File: config.mk
export PLATFORM = sky130hd
export DESIGN_NAME = riscv_imm_encoder
export DESIGN_NICKNAME = d
export VERILOG_FILES = /design/src/rtl/riscv_pkg.sv /design/src/rtl/riscv_immenc_pack.sv /design/src/rtl/riscv_imm_encoder.sv
export SDC_FILE = /design/constraint.sdc
export NUM_CORES = 1
export LEC_CHECK = 0
export CAP_MARGIN = 20
export CORE_MARGIN = 2
export CORE_UTILIZATION = 47
export DETAILED_ROUTE_END_ITERATION = 16
export GPL_TIMING_DRIVEN = 0
export PLACE_DENSITY = 0.86
export SLEW_MARGIN = 10
export SYNTH_ARGS = -nofsm -noshare
export SYNTH_HDL_FRONTEND = slang
export SYNTH_SLANG_ARGS = --single-unit
File: constraint.sdc
create_clock -name i_riscv_immenc_clk -period 2.9 [get_ports i_riscv_immenc_clk]
set_input_delay 0.435 -clock i_riscv_immenc_clk [delete_from_list [all_inputs] [get_ports i_riscv_immenc_clk]]
set_output_delay 0.435 -clock i_riscv_immenc_clk [all_outputs]
set_load 0.1 [all_outputs]
File: src/rtl/riscv_pkg.sv
// Shared RISC-V definitions: immediate-format codes, encoder FIFO entry and
// state types, and the immediate sign-extension helper (inverse of packing).
package riscv_pkg;

  localparam int unsigned XLEN = 64;
  localparam int unsigned ILEN = 32;

  localparam logic [2:0] IMM_I = 3'b000;
  localparam logic [2:0] IMM_U = 3'b001;
  localparam logic [2:0] IMM_J = 3'b010;
  localparam logic [2:0] IMM_S = 3'b011;
  localparam logic [2:0] IMM_B = 3'b100;

  typedef struct packed {
    logic            err;
    logic [ILEN-1:0] inst;
  } immenc_entry_t;

  typedef enum logic [1:0] {
    ST_EMPTY = 2'd0,
    ST_ONE   = 2'd1,
    ST_FULL  = 2'd2
  } immenc_state_t;

  // Sign-extend the immediate carried by an instruction of the given format.
  function automatic logic [XLEN-1:0] imm_extend(input logic [2:0] src,
                                                 input logic [ILEN-1:0] i);
    logic [XLEN-1:0] r;
    r = '0;
    case (src)
      IMM_I:   r = {{52{i[31]}}, i[31:20]};
      IMM_S:   r = {{52{i[31]}}, i[31:25], i[11:7]};
      IMM_U:   r = {{32{i[31]}}, i[31:12], 12'b0};
      IMM_J:   r = {{43{i[31]}}, i[31], i[19:12], i[20], i[30:21], 1'b0};
      IMM_B:   r = {{51{i[31]}}, i[31], i[7], i[30:25], i[11:8], 1'b0};
      default: r = '0;
    endcase
    return r;
  endfunction

endpackage

File: src/rtl/riscv_immenc_pack.sv
// Combinational immediate packer and legality checker.
// Ports: src (format code), simm (sign-extended immediate), inst (base
// instruction), enc (encoded instruction, = inst when err), err (immediate not
// representable or format code invalid).
module riscv_immenc_pack
  import riscv_pkg::*;
(
  input  logic [2:0]      src,
  input  logic [XLEN-1:0] simm,
  input  logic [ILEN-1:0] inst,
  output logic [ILEN-1:0] enc,
  output logic            err
);

  logic [ILEN-1:0] packed_inst;
  logic            legal;

  // Upper bits must be a pure sign extension of the field's top bit.
  logic sx11, sx12, sx20, sx31;
  assign sx11 = (&simm[63:11]) | ~(|simm[63:11]);
  assign sx12 = (&simm[63:12]) | ~(|simm[63:12]);
  assign sx20 = (&simm[63:20]) | ~(|simm[63:20]);
  assign sx31 = (&simm[63:31]) | ~(|simm[63:31]);

  always_comb begin
    packed_inst = inst;
    legal       = 1'b0;
    case (src)
      IMM_I: begin
        packed_inst[31:20] = simm[11:0];
        legal              = sx11;
      end
      IMM_U: begin
        packed_inst[31:12] = simm[31:12];
        legal              = sx31 && (simm[11:0] == 12'd0);
      end
      IMM_J: begin
        packed_inst[31]    = simm[20];
        packed_inst[30:21] = simm[10:1];
        packed_inst[20]    = simm[11];
        packed_inst[19:12] = simm[19:12];
        legal              = sx20 && !simm[0];
      end
      IMM_S: begin
        packed_inst[31:25] = simm[11:5];
        packed_inst[11:7]  = simm[4:0];
        legal              = sx11;
      end
      IMM_B: begin
        packed_inst[31]    = simm[12];
        packed_inst[30:25] = simm[10:5];
        packed_inst[11:8]  = simm[4:1];
        packed_inst[7]     = simm[11];
        legal              = sx12 && !simm[0];
      end
      default: legal = 1'b0;
    endcase
  end

  assign err = !legal;
  assign enc = legal ? packed_inst : inst;

endmodule

File: src/rtl/riscv_imm_encoder.sv
// RISC-V immediate encoder with a 2-entry in-order result FIFO and a
// saturating error counter.
// Ports: clk/rst (async active-high), request valid/ready/immsrc/simm/inst,
// result valid/ready/inst/err, errcnt (accepted errored requests).
module riscv_imm_encoder
  import riscv_pkg::*;
#(
  parameter int unsigned ERRCNT_W = 8
) (
  input  logic                i_riscv_immenc_clk,
  input  logic                i_riscv_immenc_rst,
  input  logic                i_riscv_immenc_valid,
  output logic                o_riscv_immenc_ready,
  input  logic [2:0]          i_riscv_immenc_immsrc,
  input  logic [XLEN-1:0]     i_riscv_immenc_simm,
  input  logic [ILEN-1:0]     i_riscv_immenc_inst,
  output logic                o_riscv_immenc_valid,
  input  logic                i_riscv_immenc_ready,
  output logic [ILEN-1:0]     o_riscv_immenc_inst,
  output logic                o_riscv_immenc_err,
  output logic [ERRCNT_W-1:0] o_riscv_immenc_errcnt
);

  immenc_state_t         state_q, state_d;
  immenc_entry_t         head_q, head_d, tail_q, tail_d, new_entry;
  logic                  valid_q, ready_q;
  logic [ERRCNT_W-1:0]   errcnt_q;
  logic                  push, pop;

  riscv_immenc_pack u_pack (
    .src  (i_riscv_immenc_immsrc),
    .simm (i_riscv_immenc_simm),
    .inst (i_riscv_immenc_inst),
    .enc  (new_entry.inst),
    .err  (new_entry.err)
  );

  assign push = i_riscv_immenc_valid && ready_q;
  assign pop  = valid_q && i_riscv_immenc_ready;

  // Next state and FIFO contents; head is always the presented result.
  always_comb begin
    state_d = state_q;
    head_d  = head_q;
    tail_d  = tail_q;
    case (state_q)
      ST_EMPTY: begin
        if (push) begin
          head_d  = new_entry;
          state_d = ST_ONE;
        end
      end
      ST_ONE: begin
        if (push && pop) begin
          head_d = new_entry;
        end else if (push) begin
          tail_d  = new_entry;
          state_d = ST_FULL;
        end else if (pop) begin
          state_d = ST_EMPTY;
        end
      end
      ST_FULL: begin
        // ready is low in FULL, so no push can arrive here.
        if (pop) begin
          head_d  = tail_q;
          state_d = ST_ONE;
        end
      end
      default: state_d = ST_EMPTY;
    endcase
  end

  // Registers; valid/ready are flopped from the next state so neither has a
  // combinational path from the downstream ready.
  always_ff @(posedge i_riscv_immenc_clk or posedge i_riscv_immenc_rst) begin
    if (i_riscv_immenc_rst) begin
      state_q  <= ST_EMPTY;
      head_q   <= '0;
      tail_q   <= '0;
      valid_q  <= 1'b0;
      ready_q  <= 1'b0;
      errcnt_q <= '0;
    end else begin
      state_q <= state_d;
      head_q  <= head_d;
      tail_q  <= tail_d;
      valid_q <= (state_d != ST_EMPTY);
      ready_q <= (state_d != ST_FULL);
      if (push && new_entry.err && (errcnt_q != {ERRCNT_W{1'b1}})) begin
        errcnt_q <= errcnt_q + ERRCNT_W'(1);
      end
    end
  end

  assign o_riscv_immenc_ready  = ready_q;
  assign o_riscv_immenc_valid  = valid_q;
  assign o_riscv_immenc_inst   = head_q.inst;
  assign o_riscv_immenc_err    = head_q.err;
  assign o_riscv_immenc_errcnt = errcnt_q;

endmodule

==> results.toml, run 1 <==
[cts]
cts-hold-fix-buffers = 0
clock_path_buffers = 2
worstSkewPairLatency_ns = 0.35
cts_root_buf = "clkbuf_8"
cts_tree = "done"
post_cts_buffers = 0
clk_pin_slew_ns = 0.08
cts.sink_count = 78
htreeDepth = 3
numCtsBuffers = 9

[power_and_ir_drop]
power.total_uw = 6803
p_leak_uw = 0.002554
peakVddDrop_v = 0.0005612
p_per_area_mw_per_mm2 = 1078

[placement]
place_inst = 784
gp_congestion = 0.9187
io_buffers = 143
dpl.hpwl_um = 11090
place_area_mm2 = 0.006100
dp_slack_ns = -0.2476

[yosys]
syn_nets = 615
yosysWarnings = 0
avgSynthCellArea_um2 = 8.776
synthArstFlopShare = 1.000
yosysSeqAreaShare = 0.4353
synth.top_cell.area_share = 0.4353
synth_area_mm2 = 0.004484
synth_area_leaders = "dfrtp_1, nand2_1, a21oi_1"
synth_most_common_cell = "nand2_1"
synth-edff-count = 0
syn_inst = 511
synth_seq_cells = 78
yosysTopAreaCell = "dfrtp_1"
netlist_top_cells_count = "nand2_1, dfrtp_1, a21oi_1"
synth_cell_type_count = 54
synthFlopType = "dfrtp_1"

[sta]
fin_crit_ns = 2.698
fin_skew_ns = 0.008089
slew_headroom = 0.3150
fmax_mhz = 370.7
fin_ws_ns = 0.2024
slew_viol_final = 0
rsz0062_at_grt = "false"
finalSetupViolCount = 0
tightest_slew_ns = 1.024
period_share = 0.9302
hold_viol = 0

[floorplan]
rows = 35
start_util = 0.4853
dieWidth_um = 101.7
die-area_mm2 = 0.01034
fp.coreArea_mm2 = 0.009240
ios = 146
die_h_um = 101.7

[setup_path]
critPathLaunchType = "primary input"
endpoint = "o_riscv_immenc_errcnt[4]"
startpoint = "i_riscv_immenc_simm[2]"
cp_max_fo = 10
rr_worst_depth = 8
ff2ff_setup_slack_ns = 0.23
critPathArrivalTime_ns = 2.94
reg2reg_to = "o_riscv_immenc_inst[30]"
critPathRequiredTime_ns = 3.15
reg2reg_from = "state_q[0]"
crit_type = "in2reg"
end_kind = "register"

[final_layout]
fin_util = 0.6830
antenna_cells = 0
syn_to_final_growth_pct = 40.74
fin_area_mm2 = 0.006311
layout.nets = 770
final_cell_count_no_fill = 799
drive_gt1_frac = 0.07164
fillers = 740

[global_route]
track_usage = 0.2844
grt_pass1_vias = 4827
antenna_found_initial = 0
grt_max_degree = 42
grt_overflow = 0
grt_pass1_wl_um = 22880

[route]
drc = 0
vias = 4807
viasPerCell = 6.016
first_pass_iters = 6
drtAntennaViolNets = 0
drt_iter0_drc = 318
routed_wl_um = 14430
post_drt_wl_per_cell_um = 18.06

[status]
status = "complete, no violations"

[flow_run]
drv_cap = 0

[min_path]
hold_path_class = "in2async"
sequential cells by signal, summed over array words and instances, names as in the netlist:
| signal | flops |
|---|---|
| o_riscv_immenc_inst | 32 |
| o_riscv_immenc_err | 1 |
| o_riscv_immenc_valid | 1 |
| tail_q | 33 |
| state_q | 2 |
| o_riscv_immenc_ready | 1 |
| o_riscv_immenc_errcnt | 8 |
critical path, stage by stage:
cell and delay (ns):
clkdlybuf4s50_1 0.61, nor4_1 0.11, nand4_1 0.15, and4b_1 0.24
a211oi_4 0.54, and2_1 0.24, buf_6 0.16, buf_6 0.16
nand4_1 0.13, xnor2_1 0.16
cell type report:
class	count	area [um2]	area share
well taps	129	161.4	0.02557
flip-flops and latches	78	1952	0.3093
inverters	4	17.52	0.002776
multi-input cells	397	2366	0.3749
plain buffers	32	166.4	0.02637
clock inverters	5	58.81	0.009318
repair buffers	144	1451	0.2300
clock buffers	10	137.6	0.02181
worst min-delay path by stage:
stage | startpoint | to | slack, ns
2_1_floorplan | tail_q[20] | tail_q[20] | 0.44
3_3_place_gp | tail_q[23] | tail_q[23] | 0.45
3_5_place_dp | tail_q[23] | tail_q[23] | 0.46
4_1_cts | tail_q[23] | tail_q[23] | 0.48
5_1_grt | tail_q[18] | tail_q[18] | 0.50
6_report | i_riscv_immenc_rst | tail_q[8] | 0.47
through the flow:
stage               TNS, ns  hold slack [ns]
floorplan                 0           0.4403
global placement     -65.17           0.4515
detailed placement   -10.09           0.4590
CTS                       0           0.4778
global route              0           0.5033
finish                    0           0.4728
report_power, final:
part / switching (uW) / leakage, uW / internal, uW / total, uW
clock network: 410 / 0.0000948 / 418 / 827
registers: 298 / 0.000931 / 1590 / 1890
logic: 3050 / 0.00153 / 1040 / 4080
cell usage in the layout (no fill, tap or decap), types with 6 or more instances in the layout:
cell,instances
clkbuf_1,20
clkdlybuf4s50_1,143
nand4_1,24
a21oi_1,41
mux2i_1,13
o22ai_1,6
nand3_1,10
a31oi_1,9
nor2b_1,10
dfrtp_1,78
clkbuf_8,10
o21ai_1,17
nor4_1,13
o21ai_0,30
nor3_1,6
or3_1,14
o211ai_2,6
nand3b_1,7
nand2_1,85
nor2_1,30
and3_1,8
xnor2_1,8
o31ai_1,8
metal layers:
metal  global-route usage  share of wire
met1               0.3453           0.38
met2               0.4853           0.50
met3              0.05728          0.084
met4               0.1320          0.037
met5                    0              0
timing repair:
| action | in CTS | in global routing |
|---|---|---|
| hold endpoints to repair | 0 | 0 |
| gates resized for setup | 0 | 7 |
| endpoints found under the setup margin | 0 | 51 |
logic make-up after synthesis:
logic type	Yosys count	share of synthesized area
simple gates	229	0.2614
flops	78	0.4353
buf+inv	36	0.03990
compound gates	144	0.2109
xor+xnor	8	0.01563
fa+ha+maj	1	0.002790
mux	15	0.03404
No activity file was read; power rests on OpenSTA's default activity.
==> inputs of run 2 (changes only) <==
PLACE_DENSITY = not set   (was 0.86)
PLACE_DENSITY_LB_ADDON = 0.1   (was not set)
==> run 2 against run 1 <==
- maximum frequency down 2.6%
- worst hold slack worse by 0.087 ns
- clock skew up 0.0023 ns
- largest power group unchanged
- non-clock buffer count unchanged
- largest cell class unchanged
==> results.toml, run 2 (synthesis results as in run 1) <==
[status]
status = "complete, no violations"

[cts]
cts_root_buf = "clkbuf_8"
htreeDepth = 3
clk_pin_slew_ns = 0.09
worstSkewPairLatency_ns = 0.36
clock_path_buffers = 2
cts_tree = "done"
post_cts_buffers = 0
numCtsBuffers = 9
cts.sink_count = 78

[route]
viasPerCell = 5.873
drc = 0
first_pass_iters = 5
routed_wl_um = 13950
post_drt_wl_per_cell_um = 17.44
drt_iter0_drc = 241
vias = 4698
drtAntennaViolNets = 0

[final_layout]
layout_common_cells = "clkdlybuf4s50_1, nand2_1, dfrtp_1"
regMostFlops = "tail_q"
drive_gt1_frac = 0.06855
largest_reg_flops = 33
fin_util = 0.6837
antenna_cells = 0
syn_to_final_growth_pct = 40.88
final_common_cell = "clkdlybuf4s50_1"
layout.nets = 770

[sta]
hold_viol = 0
slew_headroom = 0.3329
rsz0062_at_grt = "false"
tightest_slew_ns = 0.9976
slew_viol_final = 0
fmax_mhz = 361.2
fin_crit_ns = 2.769
finalSetupViolCount = 0
fin_skew_ns = 0.01043
period_share = 0.9548

[setup_path]
critPathTopFamily = "buffers and inverters"
crit_type = "in2reg"
endpoint = "o_riscv_immenc_inst[0]"
worstPathBufferInverterCount = 3
startpoint = "i_riscv_immenc_valid"
reg2reg_to = "o_riscv_immenc_inst[0]"
cp_max_fo = 10
reg2reg_from = "state_q[0]"
rr_worst_depth = 8
worstSetupPathDepth = 7
critPathRequiredTime_ns = 3.18
slowest_delay_ns = 0.67
end_kind = "register"
path_common_cell = "clkbuf_1"
critPathLaunchType = "primary input"
critPathArrivalTime_ns = 3.05
path_cells = "clkdlybuf4s50_1 -> nand2_1 -> o31ai_1 -> clkbuf_1 -> clkbuf_1 -> nor2_1 -> a31oi_1"
ff2ff_setup_slack_ns = 0.19
critPathSlowestCell = "o31ai_1"

[floorplan]
dieWidth_um = 101.7
die_h_um = 101.7
die-area_mm2 = 0.01034
ios = 146
fp.coreArea_mm2 = 0.009240
rows = 35
start_util = 0.4853

[placement]
io_buffers = 143
dpl.hpwl_um = 10370
gp_congestion = 0.9613

[global_route]
track_usage = 0.2764
grt_overflow = 0
grt_pass1_vias = 4514
grt_pass1_wl_um = 22470
grt_max_degree = 57
antenna_found_initial = 0

[min_path]
hold_path_class = "in2async"

[power_and_ir_drop]
p_per_area_mw_per_mm2 = 1076
power.total_uw = 6796
peakVddDrop_v = 0.0007282
p_leak_uw = 0.002558

[flow_run]
drv_cap = 0
-- run 2: worst min-delay path by stage --
stage / start / end / slack, ns / cells after the start
floorplan: tail_q[20] / tail_q[20] / 0.44 / 2
global placement: tail_q[23] / tail_q[23] / 0.45 / 2
detailed placement: tail_q[11] / tail_q[11] / 0.46 / 2
CTS: i_riscv_immenc_rst / o_riscv_immenc_inst[16] / 0.39 / 2
global route: i_riscv_immenc_rst / o_riscv_immenc_inst[16] / 0.40 / 2
finish: i_riscv_immenc_rst / o_riscv_immenc_inst[16] / 0.39 / 2
-- run 2: report_power, final --
group	total (uW)	switching, uW	internal, uW
registers	1890	293	1590
logic	4050	3020	1030
clock network	861	451	410
-- run 2: per-layer routing --
| metal | GRT usage | part of all wire |
|---|---|---|
| met1 | 0.3702 | 0.42 |
| met2 | 0.4585 | 0.49 |
| met3 | 0.06073 | 0.076 |
| met4 | 0.06549 | 0.016 |
| met5 | 0 | 0 |
-- run 2: through the flow --
stage	setup slack (ns)	TNS [ns]	cells	instance area [um2]	hold WS (ns)
after global routing	0.01875	0	800	6317	0.4008
after floorplan	0.3705	0	511	4484	0.4403
after global placement	-0.7524	-70.43	783	6077	0.4531
after CTS	0.04354	0	800	6311	0.3918
final	0.1311	0	800	6317	0.3854
after detailed placement	-0.3103	-12.83	784	6107	0.4643
-- run 2: worst register-to-register path, delay by kind of cell, from the launching register on --
family | cells | cell delay [ns]
DFF | 1 | 0.37
AOI/OAI and AO/OA | 3 | 0.55
and+or+nand+nor | 2 | 0.50
buffers and inverters | 3 | 1.21
-- run 2: layout make-up --
| class | count | area, um2 |
|---|---|---|
| Fill cell | 746 | 2923 |
| Multi-Input combinational cell | 397 | 2360 |
| Sequential cell | 78 | 1952 |
| Timing Repair Buffer | 144 | 1459 |
| Buffer | 32 | 163.9 |
| Tap cell | 129 | 161.4 |
| Clock buffer | 9 | 123.9 |
| Clock inverter | 7 | 80.08 |
| Inverter | 4 | 17.52 |
-- run 2: timing repair --
action,in CTS,in global routing
endpoints found under the setup margin,0,23
hold buffers,0,0
gates resized for setup,0,1
==> inputs of run 3 (changes only) <==
CTS_CLUSTER_DIAMETER = 50   (was not set)
==> results of run 3 <==
The final DEF is identical to that of run 2; final timing and power are the same.
